==> src/rtl/turing_loader.sv <==
// Turing machine loader: streams rule and tape words into a press-driven
// machine front panel, then optionally single-steps it until halt or limit.
module turing_loader #(
  parameter int AW        = 6,
  parameter int PRESS_CYC = 2,
  parameter int GAP_CYC   = 2,
  parameter int FILL_CYC  = 2**AW
) (
  input  logic          clock,
  input  logic          reset,
  input  logic          start,
  input  logic          auto_run,
  input  logic [15:0]   max_steps,
  input  logic          ld_valid,
  input  logic [AW-1:0] ld_data,
  input  logic          ld_last,
  output logic          ld_ready,
  input  logic          Compute_done,
  output logic [AW-1:0] input_data,
  output logic          Next,
  output logic          Done,
  output logic          busy,
  output logic          loaded,
  output logic          finished,
  output logic [15:0]   step_count
);

  typedef enum logic [3:0] {
    S_IDLE,
    S_ACC,
    S_PRESS,
    S_GAP,
    S_DPRESS,
    S_DGAP,
    S_FILL,
    S_RPRESS,
    S_RGAP,
    S_FIN
  } state_t;

  localparam logic [31:0] P_END = 32'(PRESS_CYC - 1);
  localparam logic [31:0] G_END = 32'(GAP_CYC - 1);
  localparam logic [31:0] F_END = 32'(FILL_CYC - 1);

  state_t        state_q;
  logic          seg_q;
  logic          last_q;
  logic [31:0]   cnt_q;
  logic [31:0]   cnt_d;
  logic [AW-1:0] word_q;
  logic          ready_q;
  logic          next_q;
  logic          done_q;
  logic          busy_q;
  logic          loaded_q;
  logic          fin_q;
  logic [15:0]   step_q;
  logic [15:0]   step_d;
  logic          stop_d;

  assign cnt_d  = cnt_q + 32'd1;
  assign step_d = (step_q == 16'hFFFF) ? step_q : step_q + 16'd1;
  assign stop_d = Compute_done ||
                  ((max_steps != 16'd0) && (step_q >= max_steps));

  assign ld_ready   = ready_q;
  assign input_data = word_q;
  assign Next       = next_q;
  assign Done       = done_q;
  assign busy       = busy_q;
  assign loaded     = loaded_q;
  assign finished   = fin_q;
  assign step_count = step_q;

  always_ff @(posedge clock or posedge reset) begin
    if (reset) begin
      state_q  <= S_IDLE;
      seg_q    <= 1'b0;
      last_q   <= 1'b0;
      cnt_q    <= '0;
      word_q   <= '0;
      ready_q  <= 1'b0;
      next_q   <= 1'b0;
      done_q   <= 1'b0;
      busy_q   <= 1'b0;
      loaded_q <= 1'b0;
      fin_q    <= 1'b0;
      step_q   <= '0;
    end else begin
      unique case (state_q)
        S_IDLE: begin
          if (start) begin
            state_q <= S_ACC;
            seg_q   <= 1'b0;
            ready_q <= 1'b1;
            busy_q  <= 1'b1;
          end
        end
        S_ACC: begin
          if (ld_valid && ready_q) begin
            word_q  <= ld_data;
            last_q  <= ld_last;
            ready_q <= 1'b0;
            next_q  <= 1'b1;
            cnt_q   <= '0;
            state_q <= S_PRESS;
          end
        end
        S_PRESS: begin
          if (cnt_q == P_END) begin
            next_q  <= 1'b0;
            cnt_q   <= '0;
            state_q <= S_GAP;
          end else begin
            cnt_q <= cnt_d;
          end
        end
        S_GAP: begin
          if (cnt_q == G_END) begin
            cnt_q <= '0;
            if (last_q) begin
              done_q  <= 1'b1;
              state_q <= S_DPRESS;
            end else begin
              ready_q <= 1'b1;
              state_q <= S_ACC;
            end
          end else begin
            cnt_q <= cnt_d;
          end
        end
        S_DPRESS: begin
          if (cnt_q == P_END) begin
            done_q  <= 1'b0;
            cnt_q   <= '0;
            state_q <= S_DGAP;
          end else begin
            cnt_q <= cnt_d;
          end
        end
        S_DGAP: begin
          if (cnt_q == G_END) begin
            cnt_q <= '0;
            if (seg_q) begin
              state_q <= S_FILL;
            end else begin
              seg_q   <= 1'b1;
              ready_q <= 1'b1;
              state_q <= S_ACC;
            end
          end else begin
            cnt_q <= cnt_d;
          end
        end
        S_FILL: begin
          // loaded stays up; FILL doubles as the wait-for-auto_run hold
          if (loaded_q || cnt_q == F_END) begin
            loaded_q <= 1'b1;
            if (auto_run) begin
              next_q  <= 1'b1;
              step_q  <= step_d;
              cnt_q   <= '0;
              state_q <= S_RPRESS;
            end
          end else begin
            cnt_q <= cnt_d;
          end
        end
        S_RPRESS: begin
          if (cnt_q == P_END) begin
            next_q  <= 1'b0;
            cnt_q   <= '0;
            state_q <= S_RGAP;
          end else begin
            cnt_q <= cnt_d;
          end
        end
        S_RGAP: begin
          if (cnt_q == G_END) begin
            cnt_q <= '0;
            if (stop_d) begin
              fin_q   <= 1'b1;
              busy_q  <= 1'b0;
              state_q <= S_FIN;
            end else begin
              next_q  <= 1'b1;
              step_q  <= step_d;
              state_q <= S_RPRESS;
            end
          end else begin
            cnt_q <= cnt_d;
          end
        end
        S_FIN: begin
          state_q <= S_FIN;
        end
        default: state_q <= S_IDLE;
      endcase
    end
  end

endmodule

==> config.mk <==
export PLATFORM = sky130hd
export DESIGN_NAME = turing_loader
export DESIGN_NICKNAME = d
export VERILOG_FILES = /design/src/rtl/turing_loader.sv
export SDC_FILE = /design/constraint.sdc
export NUM_CORES = 1
export LEC_CHECK = 0
export CORE_MARGIN = 2
export CORE_UTILIZATION = 35
export DETAILED_ROUTE_END_ITERATION = 12
export PLACE_DENSITY = 0.6
export SLEW_MARGIN = 30
export SYNTH_ARGS = -nofsm -noshare
export SYNTH_HDL_FRONTEND = slang
export SYNTH_SLANG_ARGS = --single-unit
export TNS_END_PERCENT = 5
==> constraint.sdc <==
create_clock -name clock -period 3 [get_ports clock]
set_input_delay 0.3 -clock clock [delete_from_list [all_inputs] [get_ports clock]]
set_output_delay 0.3 -clock clock [all_outputs]
set_load 0.05 [all_outputs]
==> run summary, run 1 <==
Status - complete, no violations
Post-synthesis cell type count - 64
Rows - 39
Synth Cell Area - 0.00410 mm²
WP data arrival - 2870 ps
Cts hold-fix bufs - 0
Fmax - 383 MHz
Cell Pwr Density - 931 mW/mm²
Worst min-delay path category - input port to asynchronous set/reset pin
Slowest stage delay, CP - 440 ps
Synth Register Bits - 66
Ratio of cells with drive above 1 in the final layout - 9.81%
Main flop type after synthesis - dfrtp_1
Post-place instance area - 0.00487 mm²
Pin count of the biggest net entering global routing - 35
Required @ worst endpoint - 3250 ps
Worst-case clock buffer depth - 2
Final min period - 2610 ps
Core Footprint - 0.0114 mm²
Pleak - 2.24 nW
# clock sinks - 66
Detail Route Antenna Nets - 0
Peak supply drop - 0.582 mV
Worst Path Buf+Inv - 1
Final Net Count - 576
Syn_area_per_cell - 8.89 µm²
Die span in x - 112 µm
Reg clk slew, reported paths - 50 ps
Vias - 3696
Critical Path Start Type - input port
Syn Nets - 509
DRT iter0 DRCs - 193
Fin cells - 673
CTS tree - built
Root Buffer - clkbuf_16
Slew at the pin closest to its max-slew limit - 776 ps
DRC - 0
Tot GR Track Use - 16.8%
Final Hold Fails - 0
Final Max Tran Viols - 0
Post-route cell area - 0.00515 mm²
Crit share post-route - 87.1%
Routed wire length per instance - 15.4 µm
GP Congestion - 0.821
Die height - 112 µm
Synth Warn # - 0
RSZ-0062 raised after global routing - false
Global-route wire length before repair - 17.4 mm
Max transition margin - 47.8%
Sequential-to-total area share from yosys stat - 40.3%
Crit-path cells - clkdlybuf4s50_1, ha_1, nand2b_1, a2111oi_0, and4bb_1, o31ai_4, o211ai_4, nor4_2, xor2_1
Crit end category - flop
Vias in the first global route - 3499
Worst Skew - 5.55 ps
N_diodes - 0
Clk Latency, worst-skew pair - 330 ps
Number of buffers created by CTS - 9
WS Path Type - input port to flop
Post-Route WL - 10.3 mm
Htree depth - 3
Synth Instances - 461
Antenna violations before repair - 0
Grt total ovfl - 0
Layout area overhead - 25.8%
First-pass DRT Iterations - 4
Pre-CTS worst setup slack - 31.4 ps
CP max FO - 16
Fillers - 1115
Detailed placement HPWL - 7.42 mm
Die area - 0.0126 mm²
Starting Density - 35.9%
Vias per cell - 5.49
Post-Place Cells - 657
CP top delay family - compound AO/OA/AOI/OAI gates
Slack of the critical path - 386 ps
Number of synthesized flops with an enable pin - 0
Crit-path slowest cell - a2111oi_0
Setup TNS - 0 ps
MaxCap Viol Count - 0
Boundary Pins - 57
Final Setup Violations - 0
IO buf count - 56
Async S/R FF share, synth - 100%
## logic make-up (layout without fill, tap and decap cells)
family,after synthesis,in the layout,share of synthesized area (%)
muxes,10,10,2.69
xor gates and xnor gates,17,17,3.63
AOI/OAI and AO/OA,116,116,18.3
buffers and inverters,41,110,4.61
adders and majority gates,19,19,5.80
and+or+nand+nor,192,192,24.6
DFF,66,66,40.3
## metrics by stage
step	util, %	hold WS (ps)	power [mW]
after global routing	45.1	502	5.15
after CTS	44.7	457	4.65
after floorplan	-	397	3.03
after detailed placement	42.6	464	3.75
after global placement	42.6	456	3.70
final	45.1	409	4.80
## synthesized netlist by cell type (all sizes together), types with 2 or more instances
master | count | area, µm²
dfrtp | 66 | 1650
nand2 | 57 | 214
o21ai | 46 | 234
nor2 | 37 | 139
inv | 25 | 93.8
a31oi | 21 | 131
nand3 | 21 | 110
ha | 19 | 238
a21oi | 17 | 88.8
nor3 | 14 | 90.1
nand4 | 13 | 81.3
nor4 | 13 | 93.8
xor2 | 13 | 114
buf | 12 | 77.6
and3 | 11 | 68.8
mux2 | 8 | 90.1
nand2b | 7 | 43.8
and4 | 5 | 46.3
o31ai | 5 | 51.3
and2 | 4 | 25.0
clkbuf | 4 | 17.5
xnor2 | 4 | 35.0
o41ai | 3 | 26.3
a21o | 2 | 15.0
a22o | 2 | 17.5
a22oi | 2 | 20.0
and4bb | 2 | 25.0
mux2i | 2 | 20.0
nor4b | 2 | 32.5
o22ai | 2 | 12.5
o32ai | 2 | 17.5
or2 | 2 | 12.5
or4 | 2 | 15.0
## layout by cell type (no fill, tap or decap), types with 2 or more instances in the layout
cell and instances:
ha_1 19, buf_12 4, o22ai_1 2, a21oi_1 16
o21ai_1 9, o31ai_1 4, a22o_1 2, clkbuf_16 9
and2_1 4, buf_4 12, or4_1 2, and3_1 11
nand3_1 20, inv_1 24, a31oi_1 21, nor4_1 11
xor2_1 13, nor2_1 37, nor3_2 4, clkbuf_1 3
mux2i_1 2, nand2b_1 7, clkdlybuf4s50_1 56, a21o_1 2
nor4_2 2, mux2_2 8, o32ai_1 2, dfrtp_1 66
o41ai_1 3, nor3_1 10, o21ai_0 36, and4_1 4
xnor2_1 4, nand2_1 57, nand4_1 13
## routing by layer
| layer | routed length, µm | track usage (%) | part of all wire, % | up-vias |
|---|---|---|---|---|
| met1 | 4840 | 22.8 | 47 | 1783 |
| met3 | 324 | 3.73 | 3.1 | 11 |
| met2 | 5040 | 27.0 | 49 | 71 |
| met5 | 0 | 0 | 0 | - |
| li1 | - | - | - | 1831 |
| met4 | 126 | 5.37 | 1.2 | 0 |
## cell type report
type	count	area (µm²)	share of cell area, %
clock buffers	12	236	4.59
clock inverters	1	5.00	0.0971
inverters	25	93.8	1.82
multi-input cells	354	2260	43.8
flip-flops and latches	66	1650	32.0
well taps	143	179	3.47
repair buffers	72	731	14.2
## power by group
part	total [mW]	internal [mW]	switching, mW
sequential	1.30	1.07	0.227
clock	0.888	0.543	0.345
combinational	2.61	1.09	1.53
## worst paths after layout
check	start	endpoint	slack [ps]	cells past startpoint
worst max register to register	cnt_q[0]$_DFFE_PP0P_	cnt_q[12]$_DFFE_PP0P_	420	9
min in group clock	finished$_DFFE_PP0P_	finished$_DFFE_PP0P_	470	1
max in group asynchronous	reset	cnt_q[27]$_DFFE_PP0P_	1960	3
worst min register to register	finished$_DFFE_PP0P_	finished$_DFFE_PP0P_	470	1
worst max-delay path	max_steps[0]	step_count[13]$_DFFE_PP0P_	390	9
worst min-delay path	reset	cnt_q[19]$_DFFE_PP0P_	410	2
## sequential cells by signal, indices dropped and copies added (netlist names)
signal and count:
finished 1, Done 1, loaded 1, step_count 16, input_data 6, cnt_q 32
state_q 4, last_q 1, busy 1, Next 1, ld_ready 1, seg_q 1
## what timing repair did
action                                 CTS  global route
resized for setup                        0             0
setup endpoints to repair                0             2
buffers inserted                         0             3
endpoints found under the hold margin    0             0
No activity file was read; power rests on OpenSTA's default activity.
==> run 2: changes to the inputs <==
--- a/config.mk
+++ b/config.mk
@@ -6,9 +6,10 @@
 export NUM_CORES = 1
 export LEC_CHECK = 0
 export CORE_MARGIN = 2
-export CORE_UTILIZATION = 35
+export CORE_UTILIZATION = 51
 export DETAILED_ROUTE_END_ITERATION = 12
-export PLACE_DENSITY = 0.6
+export PLACE_DENSITY = 0.8
+export SKIP_LAST_GASP = 1
 export SLEW_MARGIN = 30
 export SYNTH_ARGS = -nofsm -noshare
 export SYNTH_HDL_FRONTEND = slang
==> run 2 against run 1 <==
Design area is 3.4% lower; combinational power is 13% lower; sequential share of layout area is 1.1 points higher; hold slack worse by 220 ps; die area is 30% lower; critical endpoint is now step_count[15]$_DFFE_PP0P_; highest routed layer unchanged.
==> run summary, run 2 (same netlist as run 1, synthesis figures left out) <==
Pin count of the biggest net entering global routing - 58 (+66%)
Ratio of cells with drive above 1 in the final layout - 9.18% (-0.63 points)
Peak supply drop - 0.457 mV (-22%)
Final Net Count - 567 (-1.6%)
Vias in the first global route - 3729 (+6.6%)
Slowest stage delay, CP - 430 ps (about the same)
N_diodes - 0 (unchanged)
Worst Skew - 5.51 ps (-0.0309 ps)
Status - complete, no violations
RSZ-0062 raised after global routing - false
Clk Latency, worst-skew pair - 340 ps (about the same)
Crit end category - flop
DRT iter0 DRCs - 215 (+11%)
Detail Route Antenna Nets - 0 (unchanged)
Htree depth - 3 (unchanged)
First-pass DRT Iterations - 4 (unchanged)
Vias per cell - 5.94 (+8.2%)
Final Hold Fails - 0 (unchanged)
Crit share post-route - 86.9% (-0.19 points)
Crit-path cells - clkdlybuf4s50_1, ha_1, nand2b_1, a2111oi_0, and4bb_1, o31ai_4, o211ai_4, nor3_1, xor2_1
Boundary Pins - 57 (unchanged)
CTS tree - built
Post-cts gate resize count - 0 (unchanged)
Max transition margin - 54.8% (+7.0 points)
Final min period - 2610 ps (-5.67 ps)
Top reg by flops - cnt_q
Most frequent cells in the layout - 66 x dfrtp_1, 57 x nand2_1, 56 x clkdlybuf4s50_1
Post-Route WL - 9.72 mm (-5.9%)
# clock sinks - 66 (unchanged)
MaxCap Viol Count - 0 (unchanged)
Layout area overhead - 21.5%
Global-route wire length before repair - 16.4 mm (-5.5%)
Final Max Tran Viols - 0 (unchanged)
Root Buffer - clkbuf_8
Number of setup buffers added after CTS - 0 (unchanged)
Vias - 3713 (+0.46%)
CP max FO - 16 (unchanged)
Routed wire length per instance - 15.6 µm (+1.3%)
Die height - 93.7 µm (-17%)
Rows - 32 (-18%)
GP Congestion - 0.887 (+8.1%)
Final Setup Violations - 0 (unchanged)
Required @ worst endpoint - 3260 ps (about the same)
Die area - 0.00877 mm² (-30%)
Core Footprint - 0.00777 mm² (-32%)
CP startpoint - max_steps[0]
Max reg flops - 32 (unchanged)
Tot GR Track Use - 23.5% (+6.6 points)
Die span in x - 93.7 µm (-17%)
Starting Density - 52.8% (+17 points)
R2R setup slack - 420 ps (about the same)
IO buf count - 56 (unchanged)
Reg clk slew, reported paths - 70 ps (+20 ps)
DRC - 0 (unchanged)
Min Hold Slack - 189 ps (-220 ps)
Number of buffers created by CTS - 9 (unchanged)
Critical Path Start Type - input port
Slew at the pin closest to its max-slew limit - 672 ps (-104 ps)
WP data arrival - 2870 ps (about the same)
Grt total ovfl - 0 (unchanged)
Reg-to-reg critical path startpoint - step_count[0]$_DFFE_PP0P_
Worst-case clock buffer depth - 2 (unchanged)
Fmax - 383 MHz (+0.22%)
Cts hold-fix bufs - 0 (unchanged)
Pleak - 2.18 nW (-2.7%)
Cell Pwr Density - 885 mW/mm² (-4.9%)
Commonest non-fill, non-tap cell in the layout - dfrtp_1
Worst-case reg-to-reg path depth - 9 (unchanged)
WS Path Type - input port to flop
Worst min-delay path category - input port to asynchronous set/reset pin
Antenna violations before repair - 0 (unchanged)
Detailed placement HPWL - 6.98 mm (-5.9%)
Setup TNS - 0 ps (unchanged)
Reg2reg end - step_count[15]$_DFFE_PP0P_
Crit-path slowest cell - clkdlybuf4s50_1
Power Total - 4.41 mW (-8.1%)
==> run 2: cell types whose count changed in the layout (fill, tap and decap cells not counted) <==
cell	delta
clkbuf_8	+14
clkbuf_16	-9
buf_4	-6
buf_12	-3
clkbuf_1	-3
bufinv_16	+1
clkinv_2	-1
==> run 2: routing by layer <==
metal / up-vias / share of wire (%) / track usage [%]
met4: 0 / 1.7 / 9.42
met3: 16 / 4.3 / 5.30
met5: - / 0 / 0
met2: 76 / 51 / 41.2
li1: 1806 / - / -
met1: 1815 / 43 / 27.8
==> run 2: worst max-delay path, delay by kind of cell <==
family	cells	cell delay, ps
AOI/OAI and AO/OA	3	950
and+or+nand+nor	3	700
buffers and inverters	1	430
adders and majority gates	1	300
xor gates and xnor gates	1	190
==> run 2: report_power, final <==
| part | switching (mW) | leakage, nW | internal (mW) |
|---|---|---|---|
| Sequential | 0.243 | 0.862 | 1.07 |
| Combinational | 1.45 | 1.20 | 0.835 |
| Clock | 0.322 | 0.115 | 0.493 |
| Total | 2.01 | 2.18 | 2.40 |
==> run 2: worst max path at each step <==
stage	endpoint	cells past startpoint
after floorplan	step_count[9]$_DFFE_PP0P_	10
after global placement	step_count[13]$_DFFE_PP0P_	9
after detailed placement	step_count[13]$_DFFE_PP0P_	9
after CTS	step_count[15]$_DFFE_PP0P_	9
after global routing	step_count[15]$_DFFE_PP0P_	9
final	step_count[15]$_DFFE_PP0P_	9
==> run 2: cell type report <==
| cell class | count | area [µm²] |
|---|---|---|
| Inverter | 25 | 93.8 |
| Multi-Input combinational cell | 354 | 2260 |
| Clock buffer | 14 | 193 |
| Fill cell | 663 | 2790 |
| Tap cell | 102 | 128 |
| Clock inverter | 1 | 30.0 |
| Sequential cell | 66 | 1650 |
| Timing Repair Buffer | 63 | 626 |
==> run 2: metrics by stage <==
stage          utilization [%]  worst slack (ps)  instance area, µm²  std cells
6_report                  64.1               392                4980        625
5_1_grt                   64.1               180                4980        625
4_1_cts                   64.1               396                4980        625
3_5_place_dp              61.2              30.9                4760        610
3_3_place_gp              61.2               168                4760        610
2_1_floorplan                -               340                4100        461
